File: config.mk
export PLATFORM = sky130hd
export DESIGN_NAME = cvxif_sbox_result_buffer
export DESIGN_NICKNAME = d
export VERILOG_FILES = /design/src/rtl/cvxif_sbox_instr_pkg.sv /design/src/rtl/cvxif_sbox_result_buffer.sv
export SDC_FILE = /design/constraint.sdc
export NUM_CORES = 1
export LEC_CHECK = 0
export CORE_UTILIZATION = 59
export CTS_CLUSTER_DIAMETER = 50
export CTS_CLUSTER_SIZE = 24
export DETAILED_ROUTE_END_ITERATION = 16
export GPL_TIMING_DRIVEN = 0
export PLACE_DENSITY_LB_ADDON = 0.25
export SYNTH_ARGS = -nofsm -noshare
export SYNTH_HDL_FRONTEND = slang
export SYNTH_SLANG_ARGS = --single-unit
File: constraint.sdc
create_clock -name clk_i -period 14.3 [get_ports clk_i]
set_input_delay 2.86 -clock clk_i [delete_from_list [all_inputs] [get_ports clk_i]]
set_output_delay 2.86 -clock clk_i [all_outputs]
set_load 0.05 [all_outputs]
File: src/rtl/cvxif_sbox_instr_pkg.sv
// Shared definitions for the CV-X-IF S-box unit.
// Holds the result-buffer depth and the default result-beat layout.
package cvxif_sbox_instr_pkg;

  localparam int unsigned SBOX_RESBUF_DEPTH = 4;
  localparam int unsigned SBOX_RD_W         = 5;
  localparam int unsigned SBOX_XLEN         = 64;
  localparam int unsigned SBOX_HARTID_W     = 64;
  localparam int unsigned SBOX_ID_W         = 3;

  // Default-width beat. Modules that take the field types as parameters
  // build an identically ordered struct locally, since packages cannot be parameterised.
  typedef struct packed {
    logic [SBOX_XLEN-1:0]     result;
    logic [SBOX_HARTID_W-1:0] hartid;
    logic [SBOX_ID_W-1:0]     id;
    logic [SBOX_RD_W-1:0]     rd;
    logic                     we;
  } sbox_result_t;

endpackage

File: src/rtl/cvxif_sbox_result_buffer.sv
// Result FIFO between the S-box unit and the CV-X-IF result channel.
// Returns issue credit so no issued instruction can find the buffer full.
module cvxif_sbox_result_buffer
  import cvxif_sbox_instr_pkg::*;
#(
  parameter int unsigned Depth    = SBOX_RESBUF_DEPTH,
  parameter int unsigned XLEN     = 64,
  parameter type         hartid_t = logic [63:0],
  parameter type         id_t     = logic [2:0]
) (
  input  logic                     clk_i,
  input  logic                     rst_i,
  input  logic                     flush_i,
  input  logic                     issue_fire_i,
  output logic                     issue_ready_o,
  input  logic                     in_valid_i,
  input  logic [XLEN-1:0]          in_result_i,
  input  hartid_t                  in_hartid_i,
  input  id_t                      in_id_i,
  input  logic [SBOX_RD_W-1:0]     in_rd_i,
  input  logic                     in_we_i,
  output logic                     result_valid_o,
  input  logic                     result_ready_i,
  output logic [XLEN-1:0]          result_o,
  output hartid_t                  hartid_o,
  output id_t                      id_o,
  output logic [SBOX_RD_W-1:0]     rd_o,
  output logic                     we_o,
  output logic [$clog2(Depth):0]   count_o,
  output logic                     overflow_o
);

  localparam int unsigned PtrW = $clog2(Depth);
  localparam int unsigned CntW = PtrW + 1;

  typedef struct packed {
    logic [XLEN-1:0]      result;
    hartid_t              hartid;
    id_t                  id;
    logic [SBOX_RD_W-1:0] rd;
    logic                 we;
  } entry_t;

  entry_t mem [Depth];

  logic [PtrW-1:0] wptr_reg, rptr_reg;
  logic [CntW-1:0] count_reg;
  logic            pending_reg;
  logic            overflow_reg;

  logic   push, pop, full, accept, drop;
  entry_t in_entry, head;

  assign full   = (count_reg == CntW'(Depth));
  assign push   = in_valid_i & ~flush_i;
  assign pop    = result_valid_o & result_ready_i & ~flush_i;
  // A full buffer still takes a beat when the head leaves in the same cycle.
  assign accept = push & (~full | pop);
  assign drop   = push & full & ~pop;

  assign in_entry = '{result: in_result_i, hartid: in_hartid_i, id: in_id_i,
                      rd: in_rd_i, we: in_we_i};

  always_ff @(posedge clk_i) begin
    if (accept) begin
      mem[wptr_reg] <= in_entry;
    end
  end

  always_ff @(posedge clk_i) begin
    if (rst_i) begin
      wptr_reg     <= '0;
      rptr_reg     <= '0;
      count_reg    <= '0;
      pending_reg  <= 1'b0;
      overflow_reg <= 1'b0;
    end else if (flush_i) begin
      wptr_reg    <= '0;
      rptr_reg    <= '0;
      count_reg   <= '0;
      pending_reg <= 1'b0;
    end else begin
      if (accept) wptr_reg <= wptr_reg + 1'b1;
      if (pop)    rptr_reg <= rptr_reg + 1'b1;
      count_reg   <= count_reg + CntW'(accept) - CntW'(pop);
      pending_reg <= issue_fire_i;
      if (drop)   overflow_reg <= 1'b1;
    end
  end

  // Stale storage is masked so an empty buffer presents all-zero fields.
  assign head = (count_reg != '0) ? mem[rptr_reg] : '0;

  assign result_valid_o = (count_reg != '0);
  assign result_o       = head.result;
  assign hartid_o       = head.hartid;
  assign id_o           = head.id;
  assign rd_o           = head.rd;
  assign we_o           = head.we;
  assign count_o        = count_reg;
  assign overflow_o     = overflow_reg;

  // Credit uses registered state only, so a pop frees credit one cycle later.
  assign issue_ready_o = ({1'b0, count_reg} + (CntW + 1)'(pending_reg)) < (CntW + 1)'(Depth);

endmodule

; Word level (Yosys, flattened, before mapping)
; Memories as Yosys holds them, arrays and structs flattened. A register that Yosys moved wholly into a read port is not among the register bits.
; Index checks and enable logic that the tools add are counted.
[totals]
input_bits = 143
out_inout_bits = 143
reg_bits = 9
wordCells = 31
ram_bits = 548
mem_count = 1
[memory_table]
columns = name, depth, width, read_ports, rd_clocked_by_memory_dff, write_ports, line_no
row1 = mem, 4, 137, 1, 1, 1, cvxif_sbox_result_buffer.sv:44  ; entry_t mem [Depth];
[classes]
n_bitwise = 10
mux = 5
magnitude_cmp = 1
add_sub_neg = 5
n_reduce_logical = 3
eq_ne = 1
[ops]
columns = cell, n
row1 = two-way mux 137 bit, 1
row2 = bitwise AND 1 bit, 6
row3 = adder 2 x 1 -> 2 bit (second input constant), 2
row4 = adder 3 x 1 -> 4 bit, 1
row5 = < comparator 4 x 3 -> 1 bit (second input constant), 1
row6 = two-way mux 2 bit, 2
row7 = adder 3 x 1 -> 3 bit, 1
row8 = equality test 3 bit (second input constant), 1
row9 = NOT 1 bit, 3
row10 = nonzero test 3 bit, 1
row11 = subtractor 3 x 1 -> 3 bit, 1
row12 = two-way mux 1 bit, 2
row13 = AND reduction 2 bit, 1
row14 = OR reduction 2 bit, 1
row15 = bitwise OR 1 bit, 1

; Depth between registers and ports, before layout
; Gate-level depths: netlist of the first run.
[depth]
depth_word = 7
depth_mapped = 10
depth_no_buf = 9

; Worst setup path before layout of the first run
; Ideal clock, no wire load.
[synth_timing]
path_kind = input to register
from = input port flush_i
to = memory mem[0][0] in the netlist's numbering, enable pin
cell_stages = 3
arrival_time_ns = 6.528
n_path_buf = 1
path_slack_ns = 7.259
setup_ns = 0.514
cell_sequence = clkbuf_1 -> nor2b_1 -> and3_1
[synth_via]
elab_chain_len = 6
elab_cells_between_ends = 7
classes_between = 2 x mux / 5 x bitwise
[synth_lines]
columns = element, line_no
row1 = start: declaration, cvxif_sbox_result_buffer.sv:13  ; input logic flush_i,
row2 = NOT 1 bit (no source line) (*), --
row3 = bitwise AND 1 bit, cvxif_sbox_result_buffer.sv:56  ; assign pop = result_valid_o & result_ready_i & ~flush_i;
row4 = bitwise OR 1 bit, cvxif_sbox_result_buffer.sv:58  ; assign accept = push & (~full | pop);
row5 = bitwise AND 1 bit (*), cvxif_sbox_result_buffer.sv:58
row6 = two-way mux 1 bit (*), cvxif_sbox_result_buffer.sv:65  ; if (accept) begin
row7 = two-way mux 1 bit (implied by the code) (*), cvxif_sbox_result_buffer.sv:66  ; mem[wptr_reg] <= in_entry;
row8 = end: declaration, cvxif_sbox_result_buffer.sv:44
; Mark *: on every way between the ends. The rest lies on a longest branch, timed or not.

==> run summary, run 1 <==
After floorplanning, the core was sized to cover 0.0356 mm². The switching share of total power came out at 21.7%. The critical path is of the flop to output pin type. STA puts the critical path data arrival time at 3240 ps. Cell internal power was estimated by the tool at 2.66 mW. TritonCTS built the clock tree.

The number of levels in the clock H-tree came out at 2. The CTS buffer count was 44. The power density relative to cell area was 128 mW/mm²; the power share of the sequential group was 53.8%. The final routed wire length divided by cell count was 24.1 µm. The critical path runs through a total of 5 cells. The effective utilization at floorplan is 60.1%. The startpoint identified for the worst register-to-register timing path is count_o[2]$_SDFF_PP0_.

The register with the highest flop count was mem. Counting tap cells, the placed design contains a total of 1682 instances. Following the worst setup path forward leads to its endpoint at hartid_o[24]. The worst hold path was traced through 2 stages. The clock-pin transition on the worst setup and hold timing paths is 70 ps. Based on the critical path, the design can be clocked at up to 164 MHz.

For the worst setup path, the data required time is 11440 ps. The logs give 0 for the synthesis warning total and 0 for the post-cts gate resize count. In this run the worst hold path is classified as flop to flop. The largest single stage delay on the critical path is 870 ps. Overall power consumption after layout is estimated at 3.40 mW. The logs give 10700 for the number of global-route vias before repair and 46.2% for the tightest slew margin relative to the limit. Clock tree root driver cell: sky130_fd_sc_hd__clkbuf_16. The count of final max-slew check failures was 0; the iteration-0 DRC count of the detailed router was 709. The number of hold buffers added after CTS was 0. For the worst clock skew, the log shows 24.2 ps.

The analysis attributes to net switching a power of 737 µW. The number of primary I/O pins was 286; the detailed-route via count was 10200. Across the run, the number of max-cap violations was 0. Once detail routing completed, the nets flagged for antenna violations numbered 0.

Worst-case reg-to-reg path depth: 9. Summing the sequential cell areas from Yosys gives 78.1% of the chip area. The pin slew with the least headroom to its limit came out at 807 ps.

The total routing resource utilization after global routing is 23.3%, and the overall die area is 0.0370 mm². The DRC violation count after routing was 0; the cell count after synthesis was 929. The flow ran to the end, and the final reports show no timing, DRC or antenna violations.

The number of antenna violations at the first check in global routing is 7, and the smallest setup slack after layout is 8200 ps. The synthesis-to-layout area growth was 24.7%; the number of buffers on the longest clock path was 3. The first detailed-routing pass ran for 5 iterations. In this run, the clock network consumes 39.0% of the power. The setup fix buffers added after clock tree synthesis is 0, and the count of distinct cell types in the synthesized netlist is 30. During placement, the flow inserted port buffers numbering 284. The congestion estimate from routability-driven global placement came to 0.735. The logs give 0 for the final hold violation count and 63100 µm for the first-pass GRT wire length. From left edge to right edge, the die measures 192 µm. At the placement stage, the worst setup path has a slack of 8730 ps. The aggregate negative setup slack was 0 ps; the maximum fanout encountered on the critical timing path was 10. Critical path's top delay family: buffers and inverters.

Summed over all cells, the static leakage comes to 8.45 nW. The tools report the insertion delay to the later sink of the worst-skew pair as 560 ps. Setup violations remaining at the end of the flow were counted as 0. Counting every net in the synthesized netlist gives 1080. Of the total power, combinational logic draws 7.2%. The post-detailed-route via-to-cell ratio was 5.78; the sum of net half-perimeters after detailed placement was 25900 µm.

The pin count of the biggest net entering global routing was 58. The fraction of layout instances using a drive strength above 1 is 19.8%. The tools report the TritonCTS sink count as 559.

The floorplan has 69 rows. Setup repair after global routing left no endpoint under its margin. After layout, the worst path uses 42.6% of the clock period. The top cell types in the final layout, fill and taps aside, are 548 x sky130_fd_sc_hd__edfxtp_1, 284 x sky130_fd_sc_hd__clkdlybuf4s50_1, 140 x sky130_fd_sc_hd__and2_1, 137 x sky130_fd_sc_hd__mux4_2, 46 x sky130_fd_sc_hd__clkbuf_16. Standard cell with the maximum stage delay on the critical path: sky130_fd_sc_hd__clkdlybuf4s50_1.

Capture instance of the worst register-to-register path: count_o[2]$_SDFF_PP0_. Total of flip-flops plus latches after synthesis: 559. The worst hold path begins at wptr_reg[1]$_SDFFE_PP0P_. The number of cells in the finished layout apart from fillers came out at 1766. The kind of end point of the critical path is an output pin. The routed design has 42500 µm of wire.

The library cell used most frequently in the layout, excluding fill and tap cells, is sky130_fd_sc_hd__edfxtp_1. The worst path in the final design needs a cycle of 6100 ps, including I/O delays and setup. The synthesized netlist occupies a cell area of 0.0214 mm². The most critical setup path has its startpoint at count_o[1]$_SDFF_PP0_.

The overall die height is 192 µm, and the count of nets after finishing is 1418. Walking the worst path, the cells encountered are or3_1, buf_2, clkbuf_1, and2_1, clkdlybuf4s50_1. A synthesized cell averages 23.0 µm². STA classifies the critical path startpoint as a flop. The global route total overflow is 0, and the buffer and inverter count on the worst path is 3. Setup slack on the worst reg-to-reg path comes out at 11950 ps. The register with the most flip-flops in the layout has 548 of them. The run gives 0.115 mV as the maximum ir drop on the vdd rail.
==> worst reg2reg max path, cell delays in order, from the launching register on <==
cell,delay (ps)
sky130_fd_sc_hd__dfxtp_1,510
sky130_fd_sc_hd__nor4b_1,540
sky130_fd_sc_hd__nor2_1,130
sky130_fd_sc_hd__inv_1,80
sky130_fd_sc_hd__ha_1,120
sky130_fd_sc_hd__inv_1,40
sky130_fd_sc_hd__ha_1,180
sky130_fd_sc_hd__fa_1,410
sky130_fd_sc_hd__xor2_1,170
sky130_fd_sc_hd__nor3_1,110
==> per-stage QoR <==
step	instance area, µm²	hold WS [ps]	utilization (%)
6_report	26600	529	74.9
5_1_grt	26600	549	74.9
4_1_cts	26600	528	74.9
3_5_place_dp	25000	481	70.3
3_3_place_gp	24800	477	69.7
2_1_floorplan	21400	469	-
==> cells in the mapped netlist <==
cell                       count  area (µm²)
sky130_fd_sc_hd__xor2_1        3        26.3
sky130_fd_sc_hd__nor2_1        5        18.8
sky130_fd_sc_hd__mux4_2      137        3090
sky130_fd_sc_hd__o21ai_0       2        10.0
sky130_fd_sc_hd__nand2_1       1        3.75
sky130_fd_sc_hd__clkbuf_1     16        60.1
sky130_fd_sc_hd__inv_1         6        22.5
sky130_fd_sc_hd__nor4b_1       1        8.76
sky130_fd_sc_hd__nand2b_1      1        6.26
sky130_fd_sc_hd__nor3_1        4        20.0
sky130_fd_sc_hd__nand4b_1      1        8.76
sky130_fd_sc_hd__a21oi_1       2        10.0
sky130_fd_sc_hd__and2_1      140         876
sky130_fd_sc_hd__o311ai_0      1        8.76
sky130_fd_sc_hd__or4b_1        1        10.0
sky130_fd_sc_hd__edfxtp_1    548       16500
sky130_fd_sc_hd__ha_1          7        87.6
sky130_fd_sc_hd__dfxtp_1      11         220
sky130_fd_sc_hd__fa_1          1        20.0
sky130_fd_sc_hd__or3_1         1        6.26
sky130_fd_sc_hd__nand4_1       1        6.26
sky130_fd_sc_hd__buf_12       10         200
sky130_fd_sc_hd__buf_2        15        75.1
sky130_fd_sc_hd__and3_1        4        25.0
sky130_fd_sc_hd__nor2b_1       1        6.26
sky130_fd_sc_hd__nand3_1       1        5.00
sky130_fd_sc_hd__a21boi_0      1        7.51
sky130_fd_sc_hd__buf_6         5        56.3
sky130_fd_sc_hd__o31ai_1       1        7.51
sky130_fd_sc_hd__o211ai_1      1        7.51
==> cells by family after synthesis <==
group	count (synthesis)	share of synthesized area, %
buf+inv	52	1.94
xor+xnor	3	0.123
flops	559	78.1
mux	137	14.4
simple gates	162	4.69
fa+ha+maj	8	0.504
compound gates	8	0.240
==> power by group through the flow <==
stage / Clock, mW / Sequential, mW / Combinational [mW]
floorplan: 0 / 1.87 / 0.128
global placement: 0 / 1.87 / 0.237
detailed placement: 0 / 1.87 / 0.245
CTS: 1.35 / 1.83 / 0.247
global route: 1.40 / 1.83 / 0.258
finish: 1.33 / 1.83 / 0.244
==> per-layer routing <==
| metal | wire length (µm) | track usage, % | vias up |
|---|---|---|---|
| li1 | - | - | 4493 |
| met1 | 16500 | 31.0 | 5292 |
| met2 | 21400 | 38.4 | 351 |
| met3 | 3600 | 6.56 | 70 |
| met4 | 842 | 5.94 | 10 |
| met5 | 68 | 0 | - |
==> worst min path at each step <==
| stage | to | slack, ps |
|---|---|---|
| after floorplan | wptr_reg[1]$_SDFFE_PP0P_ | 470 |
| after global placement | overflow_o$_SDFFE_PP0P_ | 480 |
| after detailed placement | overflow_o$_SDFFE_PP0P_ | 480 |
| after CTS | overflow_o$_SDFFE_PP0P_ | 530 |
| after global routing | overflow_o$_SDFFE_PP0P_ | 550 |
| final | wptr_reg[1]$_SDFFE_PP0P_ | 530 |
==> layout make-up <==
class	count	area (µm²)
Sequential cell	559	16700
Fill cell	1973	8930
Multi-Input combinational cell	318	4290
Timing Repair Buffer	292	3060
Clock buffer	46	1150
Tap cell	461	577
Clock inverter	34	458
Buffer	46	392
Inverter	6	22.5
Antenna cell	4	10.0
No activity file was read; power rests on OpenSTA's default activity.
==> run 2, diff against run 1 <==
Settings changed: CORE_UTILIZATION 59 to 55.
Clock period 14.3 ns to 6.4 ns, I/O delays scaled along.
==> run 2 against run 1 <==
Effect of this change:
- clock power increased by 110%
- register-to-register slack got worse by 8100 ps
- power is 120% higher
- setup slack got worse by 6400 ps
- sequential power rose by 120%
==> run summary, run 2 (synthesis gave the netlist of run 1 again) <==
The run finished with clean final reports. The stage delay of the slowest cell on the critical path was 830 ps; the final antenna-violating net count was 0. In this run the cell area measured after placement is 0.0251 mm². Walking the worst path, the cells encountered are or3_1, buf_2, clkbuf_1, and2_1, clkdlybuf4s50_1. The register with the most flip-flops in the layout has 548 of them. Relative to the synthesized area, the layout overhead comes to 24.4%.

The number of cells in the finished layout apart from fillers was 1815; the iteration-0 DRC count of the detailed router was 589. More flip-flops sit in one register than any other, and that register is mem. The critical path's top delay family was buffers and inverters.

In the final layout, the multi-input gates occupy 0.00429 mm². In this run the top signal layer used is met5. The startpoint kind of the worst setup timing path is a flop.

The logs give 3520 µm for the sum of met3 wire segment lengths after detailed routing and 13.0 ps for the worst clock skew. The run gives 0 as the final setup violation count. The run gives 219 MHz as the maximum achievable frequency. The first global-routing pass estimated 62100 µm of wire.

In the final layout, the share of cells above drive strength 1 is 19.4%. For the tightest slew margin relative to the limit, the log shows 43.0%. The pin slew with the least headroom to its limit works out to 855 ps.

The die is 199 µm tall. Setup repair after global routing left no endpoint under its margin. The final hold violation count is 0, and the final routed wirelength across all metal layers is 41200 µm. By startpoint and endpoint, the worst setup path is classified as flop to output pin. The tools report the effective utilization at floorplan as 56.3%. For this run, the detailed router's first-pass iteration total came to 4. TritonCTS built the clock tree. Dividing the detail-routed wire length by the instance count gives 22.7 µm. Counting along the longest clock path gives a buffer depth of 3. In the routed design, unresolved DRC markers number 0. Standard cell with the maximum stage delay on the critical path: sky130_fd_sc_hd__clkdlybuf4s50_1. The detailed-route via count came out at 10100.

At the end of the flow, the number of nets in the layout was 1418. Routability-driven placement finished with a final weighted congestion of 0.716. The power density relative to cell area is 278 mW/mm², and the data required time at the worst endpoint is 5120 ps.

The sum of net half-perimeters after detailed placement is 26000 µm, and the max-capacitance violation count is 0. The total non-filler cell area in the finished layout was 0.0266 mm². After global routing the overflow that remains totals 0.

The worst register-to-register path has a setup slack of 3800 ps. The run gives 0.0379 mm² as the core outline area. The worst-case IR drop observed on VDD is 0.253 mV. For the worst-skew pair, the clock arrives at the later sink with an insertion delay of 570 ps. Buffers placed on the I/O ports in this run total 284. In this run, CTS created clock tree buffers numbering 44.

In the global route stage, overall resource usage came out at 21.4%. The post-cts gate resize count was 0. For the sum of internal, switching and leakage power, the log shows 7.39 mW.

The number of primary I/O pins was 286. The number of core rows is 71. The pin count of the biggest net entering global routing was 55. The logs give 0.0396 mm² for the overall die area and 1732 for the number of instances in the placed design. Number of global-route vias before repair: 10700.

The buffer and inverter count on the worst path is 3. After detailed routing, the wire length on met1 is 16400 µm. The die is 199 µm wide.

The number of buffers inserted for hold repair after clock tree synthesis was 0; the maximum fanout encountered on the critical timing path was 10. Count of final max-slew check failures: 0. Leaving out fill and tap cells, the most frequent cell in the layout is sky130_fd_sc_hd__edfxtp_1. Clock tree root driver cell: sky130_fd_sc_hd__clkbuf_16. Final hold slack: 482 ps.

Using the TritonRoute via totals, the vias-per-cell ratio works out to 5.56. The TritonCTS sink count was 559; the routed length on met2 was 20400 µm. The setup fix buffers added after clock tree synthesis was 0; the share of the cycle needed by the critical path after routing was 71.4%. The tightest min-delay check is of the flop to flop type.

The tools report the number of antenna violations at the first check in global routing as 6. The tools report the data arrival time at the worst-slack endpoint as 3290 ps. The H-tree generated during clock tree synthesis spans 2 levels.

The final critical path time including I/O delays and setup was 4570 ps. After clock tree synthesis, the clock-pin slew on the worst setup and hold paths is 60 ps. Leaving out fill and tap cells, the most frequent cells in the layout are 548 x sky130_fd_sc_hd__edfxtp_1, 284 x sky130_fd_sc_hd__clkdlybuf4s50_1, 140 x sky130_fd_sc_hd__and2_1, 137 x sky130_fd_sc_hd__mux4_2, 45 x sky130_fd_sc_hd__clkbuf_16. STA classifies the critical path endpoint as an output pin. The analysis attributes to cell leakage a power of 8.37 nW. The logs give 2327 for the total of fill cells in the finished design and 0.0167 mm² for the sequential standard cell area.
## run 2: cell types whose count changed in the layout (fill, tap and decap cells not counted), moves of 3 or more
| cell | previous run | this run |
|---|---|---|
| sky130_fd_sc_hd__clkinv_2 | 6 | 2 |
| sky130_fd_sc_hd__clkinvlp_4 | 1 | 5 |
| sky130_fd_sc_hd__bufinv_16 | 7 | 1 |
| sky130_fd_sc_hd__clkinv_8 | 3 | 6 |
| sky130_fd_sc_hd__clkbuf_1 | 16 | 21 |
## run 2: worst paths after layout
kind / from / end / depth (start not counted)
max: count_o[1]$_SDFF_PP0_ / hartid_o[58] / 5
min: overflow_o$_SDFFE_PP0P_ / overflow_o$_SDFFE_PP0P_ / 2
max reg2reg: count_o[1]$_SDFF_PP0_ / mem[2][85]$_DFFE_PP_ / 4
min reg2reg: overflow_o$_SDFFE_PP0P_ / overflow_o$_SDFFE_PP0P_ / 2
## run 2: layout make-up
cell class                      instances  area share (%)
Sequential cell                       559            62.7
Multi-Input combinational cell        318            16.1
Timing Repair Buffer                  292            11.5
Clock buffer                           51            4.36
Tap cell                              511            2.41
Buffer                                 46            1.47
Clock inverter                         29            1.23
Inverter                                6          0.0847
Antenna cell                            3          0.0282
## run 2: routing by layer
| layer | track usage, % | vias to the layer above |
|---|---|---|
| met5 | 0 | - |
| met1 | 28.1 | 5197 |
| li1 | - | 4513 |
| met2 | 34.6 | 311 |
| met4 | 7.21 | 4 |
| met3 | 6.14 | 65 |
## run 2: per-stage QoR
step,worst slack (ps),utilization [%],setup TNS (ps)
after floorplan,939,-,0
after global placement,-2080,65.5,-1106870
after detailed placement,2320,66.1,0
after CTS,1730,70.0,0
after global routing,1620,70.1,0
final,1830,70.1,0
## run 2: where the power goes
group	internal, mW	switching [mW]	total (mW)	leakage [nW]
logic	0.233	0.311	0.545	2.59
registers	4.07	0.0129	4.08	5.07
clock network	1.41	1.35	2.76	0.707
## run 2: worst register-to-register path, cell delays in order, from the launching register on
cell	delay [ps]
sky130_fd_sc_hd__dfxtp_1	510
sky130_fd_sc_hd__or4b_1	290
sky130_fd_sc_hd__and3_4	770
sky130_fd_sc_hd__buf_16	350
sky130_fd_sc_hd__buf_16	320
==> run 3, diff against run 2 <==
Clock period 6.4 ns to 4.4 ns, I/O delays scaled along.
==> run 3 against run 2 <==
Effect of this change:
- power up 49%
- die area unchanged
- cell area increased by 0.58%
- cell count up 0.33%
- utilization increased by 0.41 points
- critical path depth unchanged
- via count increased by 0.24%
- clock power rose by 56%
- global-route usage is essentially flat
- clock skew up 8.1 ps
- non-clock buffer count grew 1
==> run summary, run 3 (synthesis gave the netlist of run 1 again) <==
For the static power due to leakage, the log shows 8.46 nW. The number of buffer cells added on primary ports was 284. The type of the tightest min-delay check is flop to flop. Detailed routing inserted a total of 10100 vias. The final critical path time including I/O delays and setup was 4180 ps; the final weighted congestion in routability-driven placement was 0.745. Global routing used 6.80% of the available met3 tracks. The final hold violation count is 0.

The number of global-route vias before repair is 10500, and the final setup violation count is 0. The total routing resource utilization after global routing was 21.4%; the tightest slew margin relative to the limit was 42.0%. After clock tree synthesis, the clock-pin slew on the worst setup and hold paths is 70 ps.

The worst setup path is captured at an output pin. The insertion delay to the later sink of the worst-skew pair came out at 580 ps. The tools report the iteration-0 DRC count of the detailed router as 514.

Once routing completed, OpenROAD measured the worst setup slack at 223 ps. For this design, the CTS-stage hold fixing added 0 buffers. The fraction of met2 tracks used by global routing came out at 33.8%.

The final routed wire length divided by cell count was 22.9 µm. The flow ran to the end, and the final reports show no timing, DRC or antenna violations. In the final layout, flip-flops and latches occupy 0.0167 mm². The largest individual stage delay along the critical path comes from the cell sky130_fd_sc_hd__clkdlybuf4s50_1. Global routing used 28.4% of the available met1 tracks. After the last flow step, the layout net total stands at 1421. Ranked by flip-flop count, first place goes to mem. For the final routed database, the setup TNS stands at 0 ps. The die is 199 µm tall. The worst setup path is of the flop to output pin kind. Pre-CTS worst setup slack: 745 ps.

Relative to the synthesized area, the layout overhead comes to 25.1%. The count of final max-slew check failures is 0. The most common cell after layout, fill and taps aside is sky130_fd_sc_hd__edfxtp_1. The signal on the critical path passes through or3_1, buf_2, clkbuf_1, and2_1, clkdlybuf4s50_1. The tools report the final routed wirelength across all metal layers as 41700 µm. The pin slew with the least headroom to its limit came out at 870 ps. After global routing, the most crowded layer is met2.

The tools report the number of antenna violations at the first check in global routing as 7. The worst setup path is launched from a flop. The final antenna-violating net count is 0. The tool flagged a number of max-cap violations equal to 0. In the layout the commonest cells are 548 x sky130_fd_sc_hd__edfxtp_1, 284 x sky130_fd_sc_hd__clkdlybuf4s50_1, 140 x sky130_fd_sc_hd__and2_1, 137 x sky130_fd_sc_hd__mux4_2, 47 x sky130_fd_sc_hd__clkbuf_16.

The tree is rooted in a sky130_fd_sc_hd__clkbuf_16. The fraction of layout instances using a drive strength above 1 was 20.0%. IR analysis of the VDD net gives a maximum drop of 0.428 mV.

The die width was 199 µm. Of the available clock period, the critical path in the final layout requires 94.9%. Clock skew on the completed layout was measured at 21.1 ps. At the worst endpoint, the required time is 3520 ps.

After detailed routing, the number of remaining DRC violations is 0. The footprint of the multi-input gates is 0.00429 mm², and the buffer and inverter count on the worst path is 3. The pin count of the biggest net entering global routing was 57; the data arrival time at the worst-slack endpoint was 3300 ps. After clock tree synthesis, the repair step resized 0 gates.

Once the clock tree was built, the setup fixing pass inserted 0 buffers. Stage delay of the slowest cell on the critical path: 890 ps. The register with the most flip-flops in the layout has 548 of them. For this design the ratio of total power to cell area is 413 mW/mm². TritonCTS built the clock tree.

The number of instances in the placed design is 1733, and the TritonCTS sink count is 559. The core region is 0.0379 mm². Leaving out filler cells and counting taps, the final layout contains 1821. Using the TritonRoute via totals, the vias-per-cell ratio works out to 5.55. The tools report the first-pass GRT wire length as 61900 µm. Once the floorplan was initialized, standard cells occupied 56.3% of the core.

The run gives 26000 µm as the sum of net half-perimeters after detailed placement. Setup repair after global routing left no endpoint under its margin. The overall die area came out at 0.0396 mm². Overall power consumption after layout is estimated at 11.0 mW. The number of primary I/O pins is 286. CTS built an H-tree with a depth of 2. The count of TritonRoute iterations in the first routing pass is 4, and the maximum fanout encountered on the critical timing path is 10.

The longest clock path from root to sink contains 3 buffers. Global routing finished with a remaining overflow of 0. For the CTS buffer count, the log shows 46. Final hold analysis gives a worst-case slack of 531 ps. Critical path's top delay family: buffers and inverters. The logs give 71 for the number of core rows and 239 MHz for the maximum achievable frequency. After filler insertion, the fill cell instance count of the layout stands at 2328.
-- run 3: area by class of cell --
cell class	instances	area share (%)
tap	511	2.39
clock inverter	36	1.56
multi-input combinational	318	16.1
antenna	3	0.0281
sequential	559	62.4
buffer	46	1.47
inverter	6	0.0843
timing repair buffer	293	11.6
clock buffer	49	4.47
-- run 3: report_power, final --
group          internal, mW  switching (mW)  total (mW)
registers              5.92          0.0196        5.94
clock network          2.35            1.95        4.30
logic                 0.340           0.453       0.793
-- run 3: path summary, 6_finish.rpt --
path / startpoint / end / slack (ps) / depth (start not counted)
setup / recovery: count_o[1]$_SDFF_PP0_ / hartid_o[18] / 220 / 5
hold reg to reg: wptr_reg[1]$_SDFFE_PP0P_ / wptr_reg[1]$_SDFFE_PP0P_ / 530 / 2
hold / removal: wptr_reg[1]$_SDFFE_PP0P_ / wptr_reg[1]$_SDFFE_PP0P_ / 530 / 2
setup reg to reg: count_o[1]$_SDFF_PP0_ / mem[1][43]$_DFFE_PP_ / 1840 / 4
-- run 3: layer usage --
| layer | share of wire, % | vias to the layer above | wire length [µm] |
|---|---|---|---|
| li1 | - | 4507 | - |
| met1 | 40 | 5222 | 16500 |
| met2 | 49 | 301 | 20500 |
| met3 | 8.7 | 74 | 3640 |
| met4 | 2.2 | 10 | 936 |
| met5 | 0.16 | - | 66 |
-- run 3: tightest hold or removal path, delay by kind of cell, from the launching register on --
family             cells  cell delay [ps]
DFF                    1              340
AOI/OAI and AO/OA      1               70
and+or+nand+nor        1               60
-- run 3: metrics by stage --
stage	cell area (µm²)	utilization (%)
6_report	26700	70.5
5_1_grt	26700	70.5
4_1_cts	26700	70.4
3_5_place_dp	25100	66.2
3_3_place_gp	24800	65.5
2_1_floorplan	21400	-
